==> src/rtl/dmem_arbiter.sv <==
// -----------------------------------------------------------------------------
// dmem_arbiter
//
// Two-port round-robin arbiter and access sequencer in front of the single-port
// data memory. Port 0 is the CPU load/store unit, port 1 the debug/loader
// master. One request is accepted per cycle. The accepted request is driven
// onto the memory port in the same cycle. Its response (load data or error)
// appears exactly one cycle later as a single-cycle pulse.
//
// Optional build macro: DMEM_ARB_PERF_EN adds four 32-bit event counters.
//
// Ports:
//   clk, rst        clock (rising edge) and synchronous active-high reset
//   req_valid[1:0]  per-port request valid
//   req_ready[1:0]  per-port accept (at most one bit high)
//   req_addr[p]     per-port byte address
//   req_wdata[p]    per-port write data, byte-lane aligned
//   req_mask[p]     per-port byte mask (0001, 0011 or 1111)
//   req_we[1:0]     per-port write enable (1 = store, 0 = load)
//   resp_valid[1:0] per-port one-cycle response pulse
//   resp_rdata      registered load data (zero for stores and errors)
//   resp_err        qualifies resp_valid, 1 = access rejected
//   mem_*           combinational-read / synchronous-write memory port
//   perf_*          event counters (only with DMEM_ARB_PERF_EN)
// -----------------------------------------------------------------------------
`default_nettype none

module dmem_arbiter #(
    parameter int MEMORY_SIZE = 2048,
    parameter int ADDR_W      = 32
) (
    input  logic                   clk,
    input  logic                   rst,
    input  logic [1:0]             req_valid,
    output logic [1:0]             req_ready,
    input  logic [1:0][ADDR_W-1:0] req_addr,
    input  logic [1:0][31:0]       req_wdata,
    input  logic [1:0][3:0]        req_mask,
    input  logic [1:0]             req_we,
    output logic [1:0]             resp_valid,
    output logic [31:0]            resp_rdata,
    output logic                   resp_err,
    output logic [ADDR_W-1:0]      mem_addr,
    output logic [31:0]            mem_write_data,
    output logic [3:0]             mem_data_mask,
    output logic                   mem_write_en,
    output logic                   mem_read_en,
    input  logic [31:0]            mem_read_data
`ifdef DMEM_ARB_PERF_EN
    ,
    output logic [31:0]            perf_grant0,
    output logic [31:0]            perf_grant1,
    output logic [31:0]            perf_conflict,
    output logic [31:0]            perf_err
`endif
);

    // Returns 1 when the access must be rejected: illegal mask, misaligned
    // halfword/word, or address beyond the end of the memory.
    function automatic logic access_err(input logic [ADDR_W-1:0] addr,
                                        input logic [3:0]        mask);
        logic bad_s;
        case (mask)
            4'b0001: bad_s = 1'b0;
            4'b0011: bad_s = addr[0];
            4'b1111: bad_s = (addr[1:0] != 2'b00);
            default: bad_s = 1'b1;
        endcase
        return bad_s || (addr >= ADDR_W'(MEMORY_SIZE));
    endfunction

    logic        last_grant_r;
    logic        grant_s;
    logic        accept_s;
    logic        sel_err_s;
    logic [1:0]  resp_valid_r;
    logic [31:0] resp_rdata_r;
    logic        resp_err_r;

    // Round-robin arbitration: on contention the port that did not win last
    // time is granted. Nothing is granted while reset is held.
    always_comb begin
        grant_s  = 1'b0;
        accept_s = 1'b0;
        if (rst) begin
            grant_s  = 1'b0;
            accept_s = 1'b0;
        end else begin
            case (req_valid)
                2'b01: begin
                    grant_s  = 1'b0;
                    accept_s = 1'b1;
                end
                2'b10: begin
                    grant_s  = 1'b1;
                    accept_s = 1'b1;
                end
                2'b11: begin
                    grant_s  = ~last_grant_r;
                    accept_s = 1'b1;
                end
                default: begin
                    grant_s  = 1'b0;
                    accept_s = 1'b0;
                end
            endcase
        end
    end

    // Ready is only raised on the granted port, so a grant is an acceptance.
    always_comb begin
        req_ready = 2'b00;
        if (accept_s) begin
            req_ready = grant_s ? 2'b10 : 2'b01;
        end else begin
            req_ready = 2'b00;
        end
    end

    // Error check on the granted request.
    always_comb begin
        sel_err_s = access_err(req_addr[grant_s], req_mask[grant_s]);
    end

    // Memory port drive: the granted request goes straight to the memory;
    // rejected requests keep both enables low so the memory is not touched.
    // The write enable is additionally gated by reset.
    always_comb begin
        mem_addr       = '0;
        mem_write_data = 32'd0;
        mem_data_mask  = 4'd0;
        mem_write_en   = 1'b0;
        mem_read_en    = 1'b0;
        if (accept_s) begin
            mem_addr       = req_addr[grant_s];
            mem_write_data = req_wdata[grant_s];
            mem_data_mask  = req_mask[grant_s];
            mem_write_en   = req_we[grant_s] & ~sel_err_s & ~rst;
            mem_read_en    = ~req_we[grant_s] & ~sel_err_s;
        end else begin
            mem_addr       = '0;
            mem_write_data = 32'd0;
            mem_data_mask  = 4'd0;
            mem_write_en   = 1'b0;
            mem_read_en    = 1'b0;
        end
    end

    // Grant history and the registered one-cycle response.
    always_ff @(posedge clk) begin
        if (rst) begin
            last_grant_r <= 1'b1;
            resp_valid_r <= 2'b00;
            resp_rdata_r <= 32'd0;
            resp_err_r   <= 1'b0;
        end else if (accept_s) begin
            last_grant_r <= grant_s;
            resp_valid_r <= grant_s ? 2'b10 : 2'b01;
            resp_err_r   <= sel_err_s;
            resp_rdata_r <= mem_read_en ? mem_read_data : 32'd0;
        end else begin
            last_grant_r <= last_grant_r;
            resp_valid_r <= 2'b00;
            resp_err_r   <= 1'b0;
            resp_rdata_r <= 32'd0;
        end
    end

    // Response outputs are forced quiet while reset is held so that a pending
    // response is dropped in the reset cycle itself.
    always_comb begin
        if (rst) begin
            resp_valid = 2'b00;
            resp_rdata = 32'd0;
            resp_err   = 1'b0;
        end else begin
            resp_valid = resp_valid_r;
            resp_rdata = resp_rdata_r;
            resp_err   = resp_err_r;
        end
    end

`ifdef DMEM_ARB_PERF_EN
    logic [31:0] perf_grant0_r;
    logic [31:0] perf_grant1_r;
    logic [31:0] perf_conflict_r;
    logic [31:0] perf_err_r;

    // Free-running event counters; they wrap and never saturate.
    always_ff @(posedge clk) begin
        if (rst) begin
            perf_grant0_r   <= 32'd0;
            perf_grant1_r   <= 32'd0;
            perf_conflict_r <= 32'd0;
            perf_err_r      <= 32'd0;
        end else begin
            perf_grant0_r   <= perf_grant0_r + {31'd0, accept_s & ~grant_s};
            perf_grant1_r   <= perf_grant1_r + {31'd0, accept_s & grant_s};
            perf_conflict_r <= perf_conflict_r + {31'd0, (req_valid == 2'b11)};
            perf_err_r      <= perf_err_r + {31'd0, (resp_valid_r != 2'b00) & resp_err_r};
        end
    end

    assign perf_grant0   = perf_grant0_r;
    assign perf_grant1   = perf_grant1_r;
    assign perf_conflict = perf_conflict_r;
    assign perf_err      = perf_err_r;
`endif

endmodule

`default_nettype wire

==> config.mk <==
export PLATFORM = sky130hd
export DESIGN_NAME = dmem_arbiter
export DESIGN_NICKNAME = d
export VERILOG_FILES = /design/src/rtl/dmem_arbiter.sv
export SDC_FILE = /design/constraint.sdc
export NUM_CORES = 1
export LEC_CHECK = 0
export ABC_CLOCK_PERIOD_IN_PS = 6400
export CAP_MARGIN = 40
export CORE_MARGIN = 8
export CORE_UTILIZATION = 31
export CTS_BUF_LIST = sky130_fd_sc_hd__clkbuf_4 sky130_fd_sc_hd__clkbuf_8 sky130_fd_sc_hd__clkbuf_16
export CTS_CLUSTER_SIZE = 40
export DETAILED_ROUTE_END_ITERATION = 10
export PLACE_DENSITY = 0.87
export REMOVE_ABC_BUFFERS = 1
export SYNTH_ARGS = -nofsm -noshare
export SYNTH_HDL_FRONTEND = slang
export SYNTH_SLANG_ARGS = --single-unit
==> constraint.sdc <==
create_clock -name clk -period 6.4 [get_ports clk]
set_input_delay 1.28 -clock clk [delete_from_list [all_inputs] [get_ports clk]]
set_output_delay 1.28 -clock clk [all_outputs]
set_load 0.01 [all_outputs]
# Word-level counts from Yosys, hierarchy flattened

Cells that the tools add are included.

Flip-flop bits (word level): 36
Input port bits: 174
Output and inout port bits: 107
Word-level logic and storage cells: 49

Magnitude comparators: 2
Equal/unequal tests: 6
Multiplexer cells: 23
Bitwise gates (word level): 9
Reductions and logical operators: 5

Operator list:

| cell                                                                | number |
|---|---|
| two-way mux 32 bit                                                  | 7 |
| greater-or-equal comparator 32 x 12 -> 1 bit, second input constant | 1 |
| two-way mux 4 bit                                                   | 3 |
| two-way mux 1 bit                                                   | 8 |
| two-way mux 2 bit                                                   | 3 |
| inverter 1 bit                                                      | 6 |
| OR reduction 3 bit                                                  | 2 |
| == test 2 bit, second input constant                                | 2 |
| == test 4 x 1 -> 1 bit, second input constant                       | 1 |
| == test 4 x 2 -> 1 bit, second input constant                       | 1 |
| == test 4 bit, second input constant                                | 1 |
| bitwise AND 1 bit                                                   | 3 |
| case mux 1 bit (3 select lines)                                     | 1 |
| == test 2 x 1 -> 1 bit, second input constant                       | 1 |
| < comparator 1 x 2 -> 1 bit, second input constant                  | 1 |
| case mux 1 bit (2 select lines)                                     | 1 |
| nonzero test 2 bit                                                  | 1 |
| OR reduction 2 bit                                                  | 1 |
| logical OR 1 bit                                                    | 1 |

# Depth between registers and ports, before layout

Depth in word-level cells: 13
Gate-level depth with buffers: 7
Gate-level depth less buffers: 5

# Worst setup path before layout

No wires, ideal clock.

Kind: input to output
Start point: input port req_addr[13] in the netlist's numbering
End point: output port mem_write_en
Data arrival time: 2.617 ns
Data required time: 5.120 ns
Slack: 2.503 ns
Cell stages on the path: 5
Path buffers: 1
Path through: nor4b_1 nand2_1 or4b_4 buf_6 a221oi_2

Longest elaborated chain between the ends: 8

Ends and longest elaborated chain:

| element                                               | line | source |
|---|---|---|
| from (decl)                                           | 36   | `input logic [1:0][ADDR_W-1:0] req_addr,` |
| two-way mux 32 bit (implied by the code) (2 in a row) | 122  | `sel_err_s = access_err(req_addr[grant_s], req_mask[grant_s]);` |
| greater-or-equal comparator 32 x 12 -> 1 bit          | 69   | `return bad_s \|\| (addr >= ADDR_W'(MEMORY_SIZE));` |
| logical OR 1 bit                                      | 69   |  |
| inverter 1 bit                                        | 138  | `mem_write_en = req_we[grant_s] & ~sel_err_s & ~rst;` |
| bitwise AND 1 bit (2 in a row)                        | 138  |  |
| two-way mux 1 bit                                     | 134  | `if (accept_s) begin` |
| to (decl)                                             | 46   | `output logic mem_write_en,` |

No other way between the ends. The select of a mux whose other input is x is not followed.

# Final worst setup path

Start point: input port req_addr[28] in the netlist's numbering
End point: output port mem_write_en

The elaborated chain is that of the path after synthesis.

==> implementation parameters <==
Parameter                              Value

Outcome
  Outcome ... complete, no violations

STA
  Final Skew ... around 3.7 ps
  Setup TNS ... 0 ps
  Final Hold Viols ... 0
  Achievable frequency ... about 190 MHz
  Worst hold slack after final layout ... around 550 ps
  Fin crit period ... between 5000 and 6000 ps
  Setup violations, final ... 0
  Final period util ... between 80 and 90%
  Max-slew headroom ... 54.4%
  RSZ-0062 raised after global routing ... false
  Transition time at the pin with the least slew margin ... 684 ps
  Max Slew Vio Count ... 0

Setup path
  Required time at the worst-slack endpoint ... a little over 5000 ps
  Max stage delay cell, worst path ... or4b_4
  CP Cell Sequence ... clkdlybuf4s50_1 > nor4_1 > nand2_1 > or4b_4 > a221oi_2 > clkdlybuf4s50_1
  Startpoint type of the worst setup path ... input port
  Delay of the slowest cell on the worst path ... 830 ps
  Crit path max fanout ... 35
  Kind of end point of the critical path ... output port
  Arrival time reported for the critical path endpoint ... between 4000 and 5000 ps
  Path type of the worst setup path ... in2out
  Most frequent CP cell ... clkdlybuf4s50_1

CTS
  Number of buffers between clock root and the deepest sink ... 2
  Number of buffers added by the clock tree synthesis step ... 5
  Clock sink count ... 36
  Post-CTS setup-driven buffer insertion count ... 0
  Insertion delay of the later-clocked pin in the worst-skew pair ... ~270 ps
  Post-cts gate resize count ... 0
  Clk pin slew, worst setup/hold paths ... 70 ps
  Clk root buf ... clkbuf_8
  Hold-fix buffer count after cts ... 0
  Max H-tree Level ... 2
  Clock tree from TritonCTS ... yes

Global routing
  GRT overflow ... 0
  Via count of the first global-routing pass ... about 3800
  Maximum number of pins on one net before global-route repair ... 72
  Number of antenna violations at the first check in global routing ... 0
  Combined global-route utilization of all metal layers ... between 20% and 30%
  First-pass GRT wire length ... 21.4 mm

Place
  Area of placed instances ... 5430 µm²
  IO Port Bufs ... 280
  Routability Congestion ... about 0.91
  Dpl hpwl ... roughly 12 mm

Yosys
  Post-synth ARST share ... 0%
  Synthesized area per cell ... around 7.3 µm²
  Netlist area before placement ... ~2600 µm²
  Adder-Cell Fraction of Synth Area ... 0%
  Flip-flop and latch count after synthesis ... 36
  Warnings from Yosys ... 0
  Simple-gate share of the synthesized area ... between 30% and 40%
  Synthesized instance count ... roughly 360
  Synth Flop Type ... dfxtp_1
  Compound-Gate Fraction of Synth Area ... 29.9%
  EDFF count, synth ... 0
  Combinational family with the most area after synthesis ... simple AND/OR/NAND/NOR gates
  Xor/xnor cell area share of the yosys netlist ... 0%
  Count of different cell masters after synthesis ... 31
  Post-synthesis sequential area ratio ... a little over a quarter
  Proportion of synthesized area in mux cells ... 0%

Cells and area
  Area growth, synth to finish ... 110%
  Count of antenna diodes in the layout ... 0
  Post-route cell area ... roughly 5500 µm²
  Multi-input gate area ... approximately 1700 µm²
  Fraction of the core area covered by cells at the end of the flow ... approximately two thirds
  Fraction of final layout cells with drive strength greater than 1 ... around 8.9%
  Final Net Count ... 789
  Register area ... ~720 µm²
  FILL cells ... around 670

Job
  Max-cap violations ... 0

Drt
  Detail-routed via count per cell ... 5.21
  Number of routed nets with antenna violations ... 0
  Residual DRC ... 0
  Count of TritonRoute iterations in the first routing pass ... 4
  Wirelength, routed ... 14.9 mm
  First DRT Iteration DRCs ... approximately 170
  WL/cell ... a little over 20 µm
  Overall via count from detail_route ... roughly 3800

Floorplanning
  Starting utilization of the core area ... 32.0%
  Area enclosed by the die boundary ... 11700 µm²
  Number of core rows ... 33
  Standard cell core area ... around 8200 µm²
  I/O pin count ... 281
  Vertical extent of the die ... about 110 µm
  Floorplan die width ... between 100 and 150 µm

Pwr
  IR drop worst, VDD ... between 0.00007 and 0.00008 V
  P_leak ... around 0.002 µW
  Areal power density over the cells ... between 100 and 150 nW/µm²

Worst hold path
  Tightest Hold Check Type ... reg2reg
==> registers in the layout (all words and copies together), names as in the netlist <==
register	count
last_grant_r	1
resp_err_r	1
resp_valid_r	2
resp_rdata_r	32
==> layer usage <==
layer | global-route usage [%] | routed length (µm) | part of all wire (%) | up-vias
met4 | 7.53 | 369 | 2.5 | 0
met5 | 0 | 0 | 0 | -
li1 | - | - | - | 1794
met2 | 42.6 | 7580 | 51 | 214
met3 | 9.88 | 1830 | 12 | 25
met1 | 24.2 | 5170 | 35 | 1719
==> synthesized netlist by cell type (all sizes together), types with 2 or more instances <==
cell type | n | share of area [%]
nor4 | 8 | 1.9
o21ai | 3 | 0.57
nor2b | 36 | 8.8
clkbuf | 27 | 3.9
a21oi | 70 | 18
nor4b | 2 | 0.67
inv | 2 | 0.29
nand4 | 35 | 8.3
nand2 | 77 | 11
nand4b | 2 | 0.67
a211oi | 2 | 0.57
buf | 13 | 4.3
a22o | 31 | 10
dfxtp | 36 | 27
nor2 | 5 | 0.71
nand3 | 2 | 0.38
==> area by class of cell <==
cell class                 count  share of cell area (%)
timing repair buffer         289                    52.0
clock buffer                   7                    1.74
inverter                       2                   0.136
sequential                    36                    13.0
tap                          105                    2.38
multi-input combinational    281                    30.7
==> power breakdown <==
part / total [µW] / leakage, µW / switching [µW] / internal [µW]
Sequential: 226 / 0.000291 / 0.622 / 226
Combinational: 287 / 0.00163 / 114 / 173
Clock: 165 / 0.0000503 / 69.2 / 95.7
Total: 678 / 0.00197 / 184 / 495
==> critical path, delay by kind of cell <==
kind            cells  cell delay, ps
buf+inv             2            1020
simple gates        3            1400
compound gates      1             360
==> cells by family after synthesis <==
group / count (synthesis)
DFF: 36
AOI/OAI and AO/OA: 108
and+or+nand+nor: 173
buffers and inverters: 42
==> path summary, 6_finish.rpt <==
path / to / startpoint / slack (ps) / cells after the start
max: mem_write_en / req_addr[28] / 1050 / 6
min: last_grant_r / last_grant_r / 550 / 2
max reg2reg: resp_err_r / last_grant_r / 4550 / 5
min reg2reg: last_grant_r / last_grant_r / 550 / 2
==> placed cells by master (no fill, tap or decap), types with 2 or more instances in the layout <==
| master | instances |
|---|---|
| nor2_2 | 2 |
| a211oi_1 | 2 |
| nor2_1 | 3 |
| o21ai_0 | 2 |
| buf_4 | 9 |
| clkbuf_8 | 7 |
| nand4b_1 | 2 |
| a21oi_1 | 40 |
| nand3_1 | 2 |
| nor2b_1 | 35 |
| nand2_1 | 77 |
| a22o_1 | 31 |
| clkdlybuf4s50_1 | 280 |
| nand4_1 | 35 |
| nor4_1 | 8 |
| dfxtp_1 | 36 |
| nor4b_1 | 2 |
| a21oi_2 | 30 |
==> metrics by stage <==
step | instances | total power [µW] | setup slack (ps)
global placement | 713 | 514 | 1110
CTS | 720 | 684 | 1070
finish | 720 | 678 | 1050
floorplan | 319 | 313 | 924
detailed placement | 713 | 516 | 1090
global route | 720 | 714 | 961
(Power assumes the default switching activity.)
